## config.mk

```make
export PLATFORM = sky130hd
export DESIGN_NAME = pc_sequencer_flat
export DESIGN_NICKNAME = d
export VERILOG_FILES = /design/src/rtl/pc_sequencer_pkg.sv /design/src/rtl/pc_sequencer_if.sv /design/src/rtl/pc_branch_decode.sv /design/src/rtl/pc_sequencer.sv /design/src/flat_wrapper.sv
export SDC_FILE = /design/constraint.sdc
export NUM_CORES = 1
export LEC_CHECK = 0
export BUFFER_PORTS_ARGS = -buffer_cell sky130_fd_sc_hd__buf_2
export CAP_MARGIN = 20
export CORE_ASPECT_RATIO = 1.4
export CORE_UTILIZATION = 55
export CTS_CLUSTER_DIAMETER = 100
export DETAILED_ROUTE_END_ITERATION = 8
export HOLD_SLACK_MARGIN = 0.05
export PLACE_DENSITY = 0.79
export SLEW_MARGIN = 20
export SYNTH_ARGS = -nofsm -noshare
export SYNTH_HDL_FRONTEND = slang
export SYNTH_SLANG_ARGS = --single-unit
```

## constraint.sdc

```tcl
create_clock -name clk -period 4.6 [get_ports clk]
set_input_delay 0.92 -clock clk [delete_from_list [all_inputs] [get_ports clk]]
set_output_delay 0.92 -clock clk [all_outputs]
set_load 0.01 [all_outputs]
```

## src/rtl/pc_sequencer_pkg.sv

```systemverilog
`default_nettype none
// ============================================================================
//  Module      : pc_sequencer_pkg
//  Description : Shared encodings for the PC sequencer: PC-source selects,
//                opcode/funct constants, FSM states, vector codes, MEM_LAT.
//  Revision    : 1.0 - initial release
// ============================================================================
package pc_sequencer_pkg;

    typedef enum logic [2:0] {
        C_PCSRC_ALU    = 3'b000,
        C_PCSRC_ALUOUT = 3'b001,
        C_PCSRC_JUMP   = 3'b010,
        C_PCSRC_REG    = 3'b011,
        C_PCSRC_MDR    = 3'b100,
        C_PCSRC_EPC    = 3'b101,
        C_PCSRC_ZERO   = 3'b110
    } pcsrc_e;

    typedef enum logic [2:0] {
        ST_BOOT     = 3'd0,
        ST_FETCH    = 3'd1,
        ST_WAIT_DEC = 3'd2,
        ST_EXEC     = 3'd3,
        ST_EXC_EPC  = 3'd4,
        ST_EXC_MEM  = 3'd5,
        ST_EXC_JUMP = 3'd6
    } state_e;

    typedef enum logic [1:0] {
        C_VEC_NONE  = 2'b00,
        C_VEC_UNDEF = 2'b01,
        C_VEC_OVF   = 2'b10,
        C_VEC_DIV0  = 2'b11
    } vec_e;

    localparam int unsigned MEM_LAT = 2;
    localparam int unsigned CNT_W   = $clog2(MEM_LAT + 1);

    localparam logic [5:0] C_OP_RTYPE = 6'h00;
    localparam logic [5:0] C_OP_J     = 6'h02;
    localparam logic [5:0] C_OP_JAL   = 6'h03;
    localparam logic [5:0] C_OP_BEQ   = 6'h04;
    localparam logic [5:0] C_OP_BNE   = 6'h05;
    localparam logic [5:0] C_OP_BLE   = 6'h06;
    localparam logic [5:0] C_OP_BGT   = 6'h07;

    localparam logic [5:0] C_FN_JR    = 6'h08;
    localparam logic [5:0] C_FN_RTE   = 6'h13;

    // I-type ALU and load/store opcodes: defined, but never touch the PC
    function automatic logic is_plain_op(input logic [5:0] op);
        case (op)
            6'h08, 6'h09, 6'h0A, 6'h0B, 6'h0C, 6'h0D, 6'h0E, 6'h0F,
            6'h23, 6'h2B: return 1'b1;
            default:      return 1'b0;
        endcase
    endfunction

    // R-type functs other than jr/rte that the datapath implements
    function automatic logic is_known_funct(input logic [5:0] fn);
        case (fn)
            6'h00, 6'h02, 6'h03, 6'h10, 6'h12, 6'h18, 6'h19, 6'h1A, 6'h1B,
            6'h20, 6'h21, 6'h22, 6'h23, 6'h24, 6'h25, 6'h26, 6'h27,
            6'h2A, 6'h2B: return 1'b1;
            default:      return 1'b0;
        endcase
    endfunction

endpackage
`default_nettype wire

```

## src/rtl/pc_sequencer_if.sv

```systemverilog
`default_nettype none
// ============================================================================
//  Module      : pc_sequencer_if
//  Description : Instruction/flag inputs and PC control outputs of the
//                sequencer. master = datapath side, slave = sequencer.
//  Revision    : 1.0 - initial release
// ============================================================================
interface pc_sequencer_if;
    logic       instr_valid;
    logic [5:0] opcode;
    logic [5:0] funct;
    logic       alu_zero;
    logic       alu_gt;
    logic       exc_overflow;
    logic       exc_div0;
    logic [2:0] pc_source;
    logic       pc_write;
    logic       epc_write;
    logic       mem_read;
    logic [1:0] exc_vec;
    logic       busy;

    modport master (
        output instr_valid, opcode, funct, alu_zero, alu_gt, exc_overflow, exc_div0,
        input  pc_source, pc_write, epc_write, mem_read, exc_vec, busy
    );

    modport slave (
        input  instr_valid, opcode, funct, alu_zero, alu_gt, exc_overflow, exc_div0,
        output pc_source, pc_write, epc_write, mem_read, exc_vec, busy
    );
endinterface
`default_nettype wire

```

## src/rtl/pc_branch_decode.sv

```systemverilog
`default_nettype none
// ============================================================================
//  Module      : pc_branch_decode
//  Description : Combinational classification of the latched instruction into
//                taken branch / jump / jr / rte / undefined.
//                PC_SEQUENCER_RTE_EN: funct 0x13 decodes as rte, else undefined.
//  Revision    : 1.0 - initial release
// ============================================================================
module pc_branch_decode
    import pc_sequencer_pkg::*;
(
    input  wire logic [5:0] i_opcode,
    input  wire logic [5:0] i_funct,
    input  wire logic       i_alu_zero,
    input  wire logic       i_alu_gt,
    output logic            o_br_taken,
    output logic            o_jump,
    output logic            o_jr,
    output logic            o_rte,
    output logic            o_undef
);

    always_comb begin
        o_br_taken = 1'b0;
        o_jump     = 1'b0;
        o_jr       = 1'b0;
        o_rte      = 1'b0;
        o_undef    = 1'b0;
        case (i_opcode)
            C_OP_RTYPE: begin
                if (i_funct == C_FN_JR) begin
                    o_jr = 1'b1;
`ifdef PC_SEQUENCER_RTE_EN
                end else if (i_funct == C_FN_RTE) begin
                    o_rte = 1'b1;
`endif
                end else if (!is_known_funct(i_funct)) begin
                    o_undef = 1'b1;
                end
            end
            C_OP_J, C_OP_JAL: o_jump     = 1'b1;
            C_OP_BEQ:         o_br_taken = i_alu_zero;
            C_OP_BNE:         o_br_taken = !i_alu_zero;
            C_OP_BLE:         o_br_taken = !i_alu_gt;
            C_OP_BGT:         o_br_taken = i_alu_gt;
            default:          o_undef    = !is_plain_op(i_opcode);
        endcase
    end

endmodule
`default_nettype wire

```

## src/rtl/pc_sequencer.sv

```systemverilog
`default_nettype none
// ============================================================================
//  Module      : pc_sequencer
//  Description : Multi-cycle PC sequencer with prioritised exception entry
//                (EPC save, vector fetch of MEM_LAT cycles, vector jump).
//                PC_SEQUENCER_RTE_EN: enables rte (R-type funct 0x13).
//  Revision    : 1.0 - initial release
// ============================================================================
module pc_sequencer
    import pc_sequencer_pkg::*;
(
    input  wire logic     clk,
    input  wire logic     reset,
    pc_sequencer_if.slave bus
);

    state_e           r_state;
    logic [CNT_W-1:0] r_cnt;
    logic [5:0]       r_opcode;
    logic [5:0]       r_funct;
    vec_e             r_exc_vec;

    logic   w_br_taken, w_jump, w_jr, w_rte, w_undef;
    vec_e   w_exc_code;
    logic   w_exc_take;
    pcsrc_e w_src;

    pc_branch_decode u_decode (
        .i_opcode   (r_opcode),
        .i_funct    (r_funct),
        .i_alu_zero (bus.alu_zero),
        .i_alu_gt   (bus.alu_gt),
        .o_br_taken (w_br_taken),
        .o_jump     (w_jump),
        .o_jr       (w_jr),
        .o_rte      (w_rte),
        .o_undef    (w_undef)
    );

    always_comb begin
        if (bus.exc_div0)          w_exc_code = C_VEC_DIV0;
        else if (bus.exc_overflow) w_exc_code = C_VEC_OVF;
        else if (w_undef)          w_exc_code = C_VEC_UNDEF;
        else                       w_exc_code = C_VEC_NONE;
    end

    assign w_exc_take = (r_state == ST_EXEC) && (w_exc_code != C_VEC_NONE);

    always_ff @(posedge clk or posedge reset) begin
        if (reset) begin
            r_state   <= ST_BOOT;
            r_cnt     <= '0;
            r_opcode  <= '0;
            r_funct   <= '0;
            r_exc_vec <= C_VEC_NONE;
        end else begin
            case (r_state)
                ST_BOOT:  r_state <= ST_FETCH;
                ST_FETCH: r_state <= ST_WAIT_DEC;
                ST_WAIT_DEC: begin
                    if (bus.instr_valid) begin
                        r_opcode <= bus.opcode;
                        r_funct  <= bus.funct;
                        r_state  <= ST_EXEC;
                    end
                end
                ST_EXEC: begin
                    if (w_exc_take) begin
                        r_exc_vec <= w_exc_code;
                        r_state   <= ST_EXC_EPC;
                    end else begin
                        r_state <= ST_FETCH;
                    end
                end
                ST_EXC_EPC: begin
                    r_cnt   <= CNT_W'(MEM_LAT - 1);
                    r_state <= ST_EXC_MEM;
                end
                ST_EXC_MEM: begin
                    if (r_cnt == '0) r_state <= ST_EXC_JUMP;
                    else             r_cnt   <= r_cnt - CNT_W'(1);
                end
                ST_EXC_JUMP: begin
                    r_exc_vec <= C_VEC_NONE;
                    r_state   <= ST_FETCH;
                end
                default: r_state <= ST_BOOT;
            endcase
        end
    end

    // Strobes are decoded from state and masked by reset so they drop the
    // instant reset rises rather than at the next edge.
    always_comb begin
        w_src         = C_PCSRC_ALU;
        bus.pc_write  = 1'b0;
        bus.epc_write = 1'b0;
        bus.mem_read  = 1'b0;
        if (!reset) begin
            case (r_state)
                ST_BOOT: begin
                    w_src        = C_PCSRC_ZERO;
                    bus.pc_write = 1'b1;
                end
                ST_FETCH: bus.pc_write = 1'b1;
                ST_EXEC: begin
                    if (!w_exc_take) begin
                        if (w_br_taken) begin
                            w_src        = C_PCSRC_ALUOUT;
                            bus.pc_write = 1'b1;
                        end else if (w_jump) begin
                            w_src        = C_PCSRC_JUMP;
                            bus.pc_write = 1'b1;
                        end else if (w_jr) begin
                            w_src        = C_PCSRC_REG;
                            bus.pc_write = 1'b1;
                        end else if (w_rte) begin
                            w_src        = C_PCSRC_EPC;
                            bus.pc_write = 1'b1;
                        end
                    end
                end
                ST_EXC_EPC: bus.epc_write = 1'b1;
                ST_EXC_MEM: bus.mem_read  = 1'b1;
                ST_EXC_JUMP: begin
                    w_src        = C_PCSRC_MDR;
                    bus.pc_write = 1'b1;
                end
                default: ;
            endcase
        end
    end

    assign bus.pc_source = w_src;
    assign bus.exc_vec   = r_exc_vec;
    assign bus.busy      = (r_state != ST_WAIT_DEC);

endmodule
`default_nettype wire

```

## src/flat_wrapper.sv

```systemverilog
// flat-port wrapper written by rule: the top's interface ports become plain ports
module pc_sequencer_flat import pc_sequencer_pkg::*;
  (clk, reset, bus_instr_valid, bus_opcode, bus_funct, bus_alu_zero, bus_alu_gt, bus_exc_overflow, bus_exc_div0, bus_pc_source, bus_pc_write, bus_epc_write, bus_mem_read, bus_exc_vec, bus_busy);
  pc_sequencer_if bus_i ();
  input  wire logic clk;
  input  wire logic reset;
  input wire logic [$bits(bus_i.instr_valid)-1:0] bus_instr_valid;
  input wire logic [$bits(bus_i.opcode)-1:0] bus_opcode;
  input wire logic [$bits(bus_i.funct)-1:0] bus_funct;
  input wire logic [$bits(bus_i.alu_zero)-1:0] bus_alu_zero;
  input wire logic [$bits(bus_i.alu_gt)-1:0] bus_alu_gt;
  input wire logic [$bits(bus_i.exc_overflow)-1:0] bus_exc_overflow;
  input wire logic [$bits(bus_i.exc_div0)-1:0] bus_exc_div0;
  output wire logic [$bits(bus_i.pc_source)-1:0] bus_pc_source;
  output wire logic [$bits(bus_i.pc_write)-1:0] bus_pc_write;
  output wire logic [$bits(bus_i.epc_write)-1:0] bus_epc_write;
  output wire logic [$bits(bus_i.mem_read)-1:0] bus_mem_read;
  output wire logic [$bits(bus_i.exc_vec)-1:0] bus_exc_vec;
  output wire logic [$bits(bus_i.busy)-1:0] bus_busy;
  assign bus_i.instr_valid = bus_instr_valid;
  assign bus_i.opcode = bus_opcode;
  assign bus_i.funct = bus_funct;
  assign bus_i.alu_zero = bus_alu_zero;
  assign bus_i.alu_gt = bus_alu_gt;
  assign bus_i.exc_overflow = bus_exc_overflow;
  assign bus_i.exc_div0 = bus_exc_div0;
  assign bus_pc_source = bus_i.pc_source;
  assign bus_pc_write = bus_i.pc_write;
  assign bus_epc_write = bus_i.epc_write;
  assign bus_mem_read = bus_i.mem_read;
  assign bus_exc_vec = bus_i.exc_vec;
  assign bus_busy = bus_i.busy;
  pc_sequencer u_core (.clk(clk), .reset(reset), .bus(bus_i));
endmodule
```

==> qor.yml, run 1 <==
outcome:
  status: "complete, no violations"
place:
  preCtsSetupSlack_ns: 1.44
  gp_congestion: 0.769
  hpwl_um: 1900
  portBuffers: 27
  place_area_mm2: 0.00128
cells_and_area:
  multi_input_area_um2: 607
  final_cell_area_mm2: 0.00130
  final_util: 0.669
  syn_to_final_growth_pct: 14.4
  drive_gt1_frac: 0.252
  n_fill_cell: 186
  n_antenna_cell: 0
  fin_nets: 176
  ff_latch_area_um2: 475
sta:
  period_needed_ns: 3.11
  tightestPinTransition_ns: 0.785
  fin_skew_ns: 0.000520
  fmax_mhz: 321
  grt_setup_unrepaired: "no"
  setup_viol: 0
  setup_tns_ns: 0
  final_hold_viol_count: 0
  finalCritPeriodShare: 0.676
  finalWorstSetupSlack_ns: 1.49
  relSlewSlack: 0.476
  drv_slew: 0
floorplanning:
  core_mm2: 0.00195
  die_w_um: 40.5
  die_h_um: 55.9
  pin_count: 28
  die_area_mm2: 0.00226
  initial_utilization: 0.585
  rows: 19
clocking:
  cts_root_buf: "clkbuf_4"
  clk_latency_ns: 0.30
  h-tree-depth: 1
  clkTransAtPathRegs_ns: 0.11
  cts_tree: "built"
  cts_buffers: 3
  post_cts_buffers: 0
  cts_sinks: 19
  clockBufferDepth: 2
  hold_buffers: 0
  cts_resized: 0
global_routing:
  grt_antenna_before_repair: 0
  grt_max_degree: 22
  grt_pass1_wl_um: 3990
  overflow: 0
  grt_pass1_vias: 996
  track_usage: 0.247
critical_path:
  cp_top_family: "buffers and inverters"
  cpMostUsedCell: "buf_2"
  start_kind: "primary input"
  cp_max_fo: 21
  slowest_stage: "inv_1"
  cp-end-kind: "primary output"
  max_stage_delay_ns: 0.58
  path_class: "primary input to primary output"
  crit_arrival_ns: 2.19
  cp_num_buf_inv: 3
  required_ns: 3.68
  cp_cell_sequence: "buf_2 > inv_1 > nand3_1 > nor3_1 > o2bb2ai_1 > buf_2"
yosys:
  synth_warnings: 0
  syn_avg_cell_area_um2: 8.84
  async_reset_ff_frac: 1.00
  synth.net_count: 149
  synth.distinct_cells: 39
  yosys_most_used_dff: "dfrtp_1"
  synth_seq_cells: 19
  synth_cells: 129
  synth_edf_count: 0
  synth_area_mm2: 0.00114
  yosysSeqAreaShare: 0.417
pwr:
  power_density_mw_per_mm2: 633
  finalPower_mw: 0.826
  ir_worst_vdd_mv: 0.394
  p_leak_nw: 0.607
drt:
  first_iter_violations: 31
  dr.pass1.iters: 4
  drtAntennaViolNets: 0
  wire_per_inst_um: 13.8
  vias_per_cell: 5.88
  via_count: 1034
  drt_wl_total_um: 2440
  route.detailed.drc: 0
worst_hold_path:
  hold_class: "register to register"
run:
  maxCapViolCount: 0
[metal layers]
metal	vias up	global-route usage	part of all wire
li1	509	-	-
met1	490	0.273	0.40
met2	30	0.438	0.55
met3	5	0.0400	0.034
met4	0	0.0857	0.012
met5	-	0	0
[cell families after synthesis]
kind of cell,after synthesis,synth area share
buf+inv,14,0.0505
mux,10,0.0988
simple gates,49,0.214
xor+xnor,2,0.0154
flops,19,0.417
compound gates,34,0.193
fa+ha+maj,1,0.0110
[placed cells by master (no fill, tap or decap), types with 3 or more instances in the layout]
master | netlist | layout
nor3_1 | 7 | 7
nor2_1 | 14 | 14
dfrtp_1 | 19 | 19
mux2_1 | 4 | 4
buf_2 | 1 | 27
inv_1 | 9 | 9
mux2_2 | 6 | 6
o21ai_0 | 8 | 8
clkbuf_4 | 0 | 3
nand3_1 | 3 | 3
a21oi_1 | 7 | 7
nand2_1 | 11 | 11
o21ai_1 | 4 | 4
[layout make-up]
class,instances,share of cell area
Tap cell,21,0.0202
Multi-Input combinational cell,96,0.465
Sequential cell,19,0.365
Timing Repair Buffer,27,0.104
Inverter,9,0.0259
Clock buffer,4,0.0202
[power by group]
group / leakage (nW) / internal (mW) / total, mW / switching, mW
Clock: 0.0150 / 0.0338 / 0.0868 / 0.0529
Sequential: 0.228 / 0.251 / 0.351 / 0.100
Combinational: 0.365 / 0.178 / 0.388 / 0.210
[state kept, by name (all words and copies together), names as in the netlist]
name                count
u_core.r_opcode         6
u_core.r_funct          6
u_core.bus.exc_vec      2
u_core.r_cnt            2
u_core.r_state          3
[synthesized netlist by cell type (2+ instances only)]
| master | count | area share |
|---|---|---|
| mux2_2 | 6 | 0.059 |
| and3_1 | 2 | 0.011 |
| o21ai_1 | 4 | 0.018 |
| inv_1 | 9 | 0.030 |
| nand3_1 | 3 | 0.013 |
| nor2_1 | 14 | 0.046 |
| or3_1 | 2 | 0.011 |
| xor2_1 | 2 | 0.015 |
| dfrtp_1 | 19 | 0.42 |
| nand2_1 | 11 | 0.036 |
| a21oi_1 | 7 | 0.031 |
| and2_1 | 2 | 0.011 |
| nand2b_1 | 2 | 0.011 |
| nor3_1 | 7 | 0.031 |
| o21ai_0 | 8 | 0.035 |
| o31ai_1 | 2 | 0.013 |
| a22oi_1 | 2 | 0.013 |
| mux2_1 | 4 | 0.040 |
| clkbuf_1 | 3 | 0.0099 |
[final timing paths]
path	startpoint	endpoint	slack, ns	cells after the start
worst max-delay path	reset	bus_pc_write	1.49	6
worst max register to register	u_core.r_state[2]	u_core.r_opcode[5]	2.81	4
max in group asynchronous	reset	u_core.r_opcode[1]	3.32	2
worst min register to register	u_core.bus.exc_vec[0]	u_core.bus.exc_vec[0]	0.50	2
worst min-delay path	u_core.bus.exc_vec[0]	u_core.bus.exc_vec[0]	0.50	2
min in group asynchronous	reset	u_core.r_cnt[1]	0.79	2
[tightest hold or removal path, delay by kind of cell (launching register included)]
kind,cells,cell delay [ns]
AOI/OAI and AO/OA,1,0.06
DFF,1,0.36
and+or+nand+nor,1,0.05
[stage by stage]
| stage | std cells | hold WS, ns |
|---|---|---|
| 6_report | 176 | 0.502 |
| 5_1_grt | 176 | 0.549 |
| 4_1_cts | 176 | 0.502 |
| 3_5_place_dp | 172 | 0.478 |
| 3_3_place_gp | 172 | 0.465 |
| 2_1_floorplan | 129 | 0.475 |
Power figures use the tool's default switching activity.
==> run 2, diff against run 1 <==
CORE_UTILIZATION = 52   (was 55)
PLACE_DENSITY = 0.75   (was 0.79)
clock period = 2.93 ns   (was 4.6 ns; I/O delays follow)
==> qor.yml, run 2 (same netlist as run 1, synthesis figures left out) <==
drt:
  route.detailed.drc: 0
  wire_per_inst_um: 14.2
  dr.pass1.iters: 4
  vias_per_cell: 5.85
  via_count: 1035
  drt_wl_total_um: 2510
  drtAntennaViolNets: 0
  first_iter_violations: 34
floorplanning:
  die_h_um: 57.4
  pin_count: 28
  rows: 19
  initial_utilization: 0.564
  core_mm2: 0.00202
  die_w_um: 41.6
  die_area_mm2: 0.00239
global_routing:
  overflow: 0
  grt_max_degree: 20
  grt_pass1_wl_um: 4110
  grt_antenna_before_repair: 0
  grt_pass1_vias: 994
  track_usage: 0.228
place:
  preCtsSetupSlack_ns: 0.593
  portBuffers: 27
  hpwl_um: 1960
  dpl.cell_count: 173
  gp_congestion: 0.945
critical_path:
  cp_top_family: "simple AND/OR/NAND/NOR gates"
  start_kind: "register"
  cp_cell_sequence: "nor2b_4 > and2_1 > nand2_1 > or3_1 > o31ai_2 > buf_2"
  max_stage_delay_ns: 0.48
  required_ns: 2.34
  path_class: "register to primary output"
  cp_max_fo: 7
  crit_arrival_ns: 1.96
  cp_num_buf_inv: 1
  slowest_stage: "dfrtp_1"
  cp-end-kind: "primary output"
cells_and_area:
  layout_commonest_cell: "buf_2"
  mostFrequentLayoutCells: "27 x buf_2, 19 x dfrtp_1, 14 x nor2_1"
  top_regs: "u_core.r_funct x6, u_core.r_opcode x6, u_core.r_state x3"
  fin_nets: 177
  multi_input_area_um2: 607
  n_antenna_cell: 0
  drive_gt1_frac: 0.263
  syn_to_final_growth_pct: 15.1
  instances_no_fill: 177
  ff_latch_area_um2: 475
  final_util: 0.650
  n_fill_cell: 184
sta:
  grt_setup_unrepaired: "no"
  drv_slew: 0
  hold_slack_ns: 0.391
  final_hold_viol_count: 0
  finalCritPeriodShare: 0.869
  finalWorstSetupSlack_ns: 0.383
  tightestPinTransition_ns: 0.630
  period_needed_ns: 2.55
  fin_skew_ns: 0.00748
  relSlewSlack: 0.580
  fmax_mhz: 393
  setup_viol: 0
  setup_tns_ns: 0
pwr:
  p_leak_nw: 0.615
  switching_share: 0.443
  power_density_mw_per_mm2: 992
  ir_worst_vdd_mv: 0.621
  p_sw_mw: 0.577
  intPower_mw: 0.724
  pwr-share-seq: 0.427
  p_clk_frac: 0.102
  comb_power_share: 0.471
clocking:
  post_cts_buffers: 0
  h-tree-depth: 1
  cts_resized: 0
  clockBufferDepth: 2
  clk_latency_ns: 0.30
  cts_sinks: 19
  cts_buffers: 3
  clkTransAtPathRegs_ns: 0.11
  cts_root_buf: "clkbuf_4"
  cts_tree: "built"
  hold_buffers: 0
run:
  maxCapViolCount: 0
worst_hold_path:
  hold_class: "primary input to async pin"
outcome:
  status: "complete, no violations"
run 2: cell count changes in the layout (fill, tap and decap cells not counted), sizes merged:
| cell | delta |
|---|---|
| clkinv | +1 |
| clkbuf | -1 |
| buf | +1 |
run 2: stage by stage:
stage / area [um^2] / power (mW)
after floorplan: 1140 / 1.00
after detailed placement: 1280 / 1.17
final: 1310 / 1.30
after global routing: 1310 / 1.41
after global placement: 1280 / 1.14
after CTS: 1310 / 1.30
run 2: area by class of cell:
class	count	share of cell area
clock buffer	3	0.0172
clock inverter	1	0.00381
inverter	9	0.0257
multi-input combinational	96	0.462
sequential	19	0.362
tap	21	0.0200
timing repair buffer	28	0.109
run 2: path summary, 6_finish.rpt:
path                                       startpoint               endpoint  slack, ns  cells past startpoint
worst max register to register      u_core.r_state[1]      u_core.r_funct[0]       1.09                      4
worst min register to register  u_core.bus.exc_vec[0]  u_core.bus.exc_vec[0]       0.49                      2
worst min-delay path                            reset        u_core.r_cnt[0]       0.39                      3
worst max-delay path                u_core.r_state[1]       bus_pc_source[1]       0.38                      6
max in group asynchronous                       reset     u_core.r_opcode[3]       2.33                      3
min in group clk                u_core.bus.exc_vec[0]  u_core.bus.exc_vec[0]       0.49                      2
run 2: metal layers:
metal | GRT usage | wire [um]
met5 | 0 | 0
met2 | 0.395 | 1320
met3 | 0.0443 | 100
met4 | 0.147 | 57
met1 | 0.252 | 1030
run 2: power by group through the flow:
stage                     sequential, mW  clock, mW  combinational, mW
after floorplan                    0.483          0              0.518
after global placement             0.548          0              0.588
after detailed placement           0.557          0              0.613
after CTS                          0.551      0.137              0.616
after global routing               0.578      0.149              0.685
final                              0.556      0.132              0.613
run 2: worst register-to-register path, stage by stage, from the launching register on:
cell and delay [ns]:
dfrtp_1 0.48, nor2b_4 0.22, nand2b_1 0.12, nor2_2 0.51
mux2_2 0.41
==> run 3, diff against run 2 <==
CORE_UTILIZATION = 53   (was 52)
PLACE_DENSITY = 0.76   (was 0.75)
SYNTH_HIERARCHICAL = 1   (was unset)
==> qor.yml, run 3 <==
outcome:
  status: "complete, no violations"
drt:
  drt_wl_total_um: 2580
  via_count: 1042
  vias_per_cell: 6.13
  drtAntennaViolNets: 0
  route.detailed.drc: 0
  wire_per_inst_um: 15.2
  dr.pass1.iters: 4
  first_iter_violations: 27
sta:
  finalWorstSetupSlack_ns: 0.128
  period_needed_ns: 2.80
  relSlewSlack: 0.640
  hold_slack_ns: 0.329
  drv_slew: 0
  tightestPinTransition_ns: 0.540
  fmax_mhz: 357
  fin_skew_ns: 0.00415
  setup_viol: 0
  final_hold_viol_count: 0
  finalCritPeriodShare: 0.956
global_routing:
  use_met3: 0.0368
  met1_usage: 0.270
  busiest_layer: "met2"
  grt_antenna_before_repair: 0
  grt_pass1_vias: 975
  overflow: 0
  grt_max_degree: 21
  grt_pass1_wl_um: 4380
  track_usage: 0.228
  grt_use_met2: 0.402
cells_and_area:
  n_antenna_cell: 0
  mostFrequentLayoutCells: "27 x buf_2, 18 x dfrtp_1, 10 x mux2_4, 10 x nand2_1, 8 x o21ai_0"
  fin_nets: 169
  drive_gt1_frac: 0.365
  top_regs: "u_core/r_funct x6, u_core/r_opcode x6, u_core/r_state x3"
  final_util: 0.649
  syn_to_final_growth_pct: 15.6
  instances_no_fill: 170
  layout_commonest_cell: "buf_2"
yosys:
  synth.distinct_cells: 44
  synth_common_cells: "19 x dfrtp_1, 10 x mux2_4, 10 x nand2_1"
  async_reset_ff_frac: 1.00
  syn_avg_cell_area_um2: 10.0
  synth_edf_count: 0
  synth_cells: 122
  synth_area_mm2: 0.00122
  yosysSeqAreaShare: 0.389
  synth_top_area_cell: "dfrtp_1"
  yosys_most_used_dff: "dfrtp_1"
  synth_warnings: 6
  synth_area_leaders: "dfrtp_1 39%, mux2_4 12%, nor2b_1 3.6%"
  synth.net_count: 142
  yosysMostFrequentCell: "dfrtp_1"
  synth_seq_cells: 19
  synth_top_area_share: 0.389
clocking:
  clk_latency_ns: 0.29
  cts_root_buf: "clkbuf_4"
  h-tree-depth: 1
  cts_tree: "built"
  hold_buffers: 0
  clockBufferDepth: 2
  cts_buffers: 3
  clkTransAtPathRegs_ns: 0.10
  cts_sinks: 19
critical_path:
  cp_max_fo: 4
  cp_top_family: "simple AND/OR/NAND/NOR gates"
  cp_cell_sequence: "nor4_4 > nor3b_4 > o22ai_2 > nor3_4 > nand3_1 > nor3_1 > buf_2"
  start_kind: "register"
  cp-end-kind: "primary output"
  max_stage_delay_ns: 0.46
  required_ns: 2.34
  crit_arrival_ns: 2.22
  path_class: "register to primary output"
  cp_num_buf_inv: 1
  slowest_stage: "dfrtp_2"
pwr:
  ir_worst_vdd_mv: 0.565
  finalPower_mw: 1.45
  power_density_mw_per_mm2: 1030
  p_leak_nw: 0.662
worst_hold_path:
  hold_class: "primary input to async pin"
place:
  gp_congestion: 0.868
  preCtsSetupSlack_ns: 0.311
  portBuffers: 27
  hpwl_um: 1880
  dpl.cell_count: 166
floorplanning:
  die_h_um: 58.8
  die_w_um: 42.6
  initial_utilization: 0.561
  core_mm2: 0.00218
  die_area_mm2: 0.00251
  rows: 20
  pin_count: 28
run:
  maxCapViolCount: 0
-- run 3: cell count changes after synthesis, moves of 3 or more --
| cell | before | now |
|---|---|---|
| a21oi_1 | 7 | 3 |
| mux2_2 | 6 | 2 |
| mux2_1 | 4 | 0 |
| nor2_1 | 14 | 5 |
| o21ai_1 | 4 | 0 |
| nor4_1 | 1 | 4 |
| nand2b_1 | 2 | 5 |
| nor2b_1 | 1 | 7 |
| mux2_4 | 0 | 10 |
| nor3_1 | 7 | 4 |
-- run 3: area by class of cell --
| class | instances | area, um^2 |
|---|---|---|
| clock buffers | 4 | 26.3 |
| fillers | 191 | 764 |
| inverters | 7 | 26.3 |
| multi-input cells | 90 | 713 |
| flip-flops and latches | 19 | 477 |
| well taps | 22 | 27.5 |
| repair buffers | 28 | 143 |
-- run 3: worst register-to-register path: stages (launching register included) --
cell,delay [ns]
dfrtp_2,0.46
nor4_4,0.32
nor3b_4,0.29
nand2_1,0.10
o22ai_2,0.25
a21o_1,0.17
nand2_1,0.05
a22o_1,0.25
-- run 3: final timing paths --
path / startpoint / to / slack, ns / cells past startpoint
worst max-delay path: u_core/r_opcode[5] / bus_pc_source[0] / 0.13 / 7
worst min-delay path: reset / u_core/r_state[2] / 0.33 / 2
worst max register to register: u_core/r_opcode[5] / u_core/bus.exc_vec[1] / 0.95 / 7
worst min register to register: u_core/r_cnt[1] / u_core/r_cnt[1] / 0.51 / 1
max in group asynchronous: reset / u_core/r_opcode[5] / 2.08 / 3
min in group clk: u_core/r_cnt[1] / u_core/r_cnt[1] / 0.51 / 1
-- run 3: logic make-up (layout without fill, tap and decap cells) --
group           count (synthesis)  in the layout  synth area share
mux                            14             14             0.158
buf+inv                        13             39            0.0543
other cells                     1              1           0.00307
flops                          19             19             0.389
fa+ha+maj                       1              1            0.0102
compound gates                 25             25             0.137
xor+xnor                        2              2            0.0143
simple gates                   47             47             0.234
-- run 3: per-stage QoR --
| step | TNS, ns | area, um^2 |
|---|---|---|
| after detailed placement | 0 | 1350 |
| final | 0 | 1410 |
| after global placement | 0 | 1350 |
| after global routing | -0.00414 | 1410 |
| after CTS | 0 | 1380 |
| after floorplan | 0 | 1220 |
-- run 3: power by group --
group | switching (mW) | internal, mW | leakage (nW) | total, mW
logic | 0.293 | 0.398 | 0.422 | 0.690
clock network | 0.0757 | 0.0529 | 0.0150 | 0.129
registers | 0.235 | 0.395 | 0.225 | 0.630
-- run 3: layer usage --
| layer | wire length, um | vias up |
|---|---|---|
| met5 | 0 | - |
| met4 | 17 | 0 |
| met3 | 81 | 2 |
| met2 | 1420 | 24 |
| met1 | 1060 | 527 |
| li1 | - | 489 |
-- run 3: timing repair --
| item | 4_1_cts | 5_1_grt |
|---|---|---|
| pin swaps | 0 | 1 |
| setup endpoints to repair | 1 | 3 |
| cloned | 0 | 0 |
| endpoints found under the hold margin | 0 | 0 |
| resized for setup | 1 | 5 |
| setup buffers | 0 | 0 |
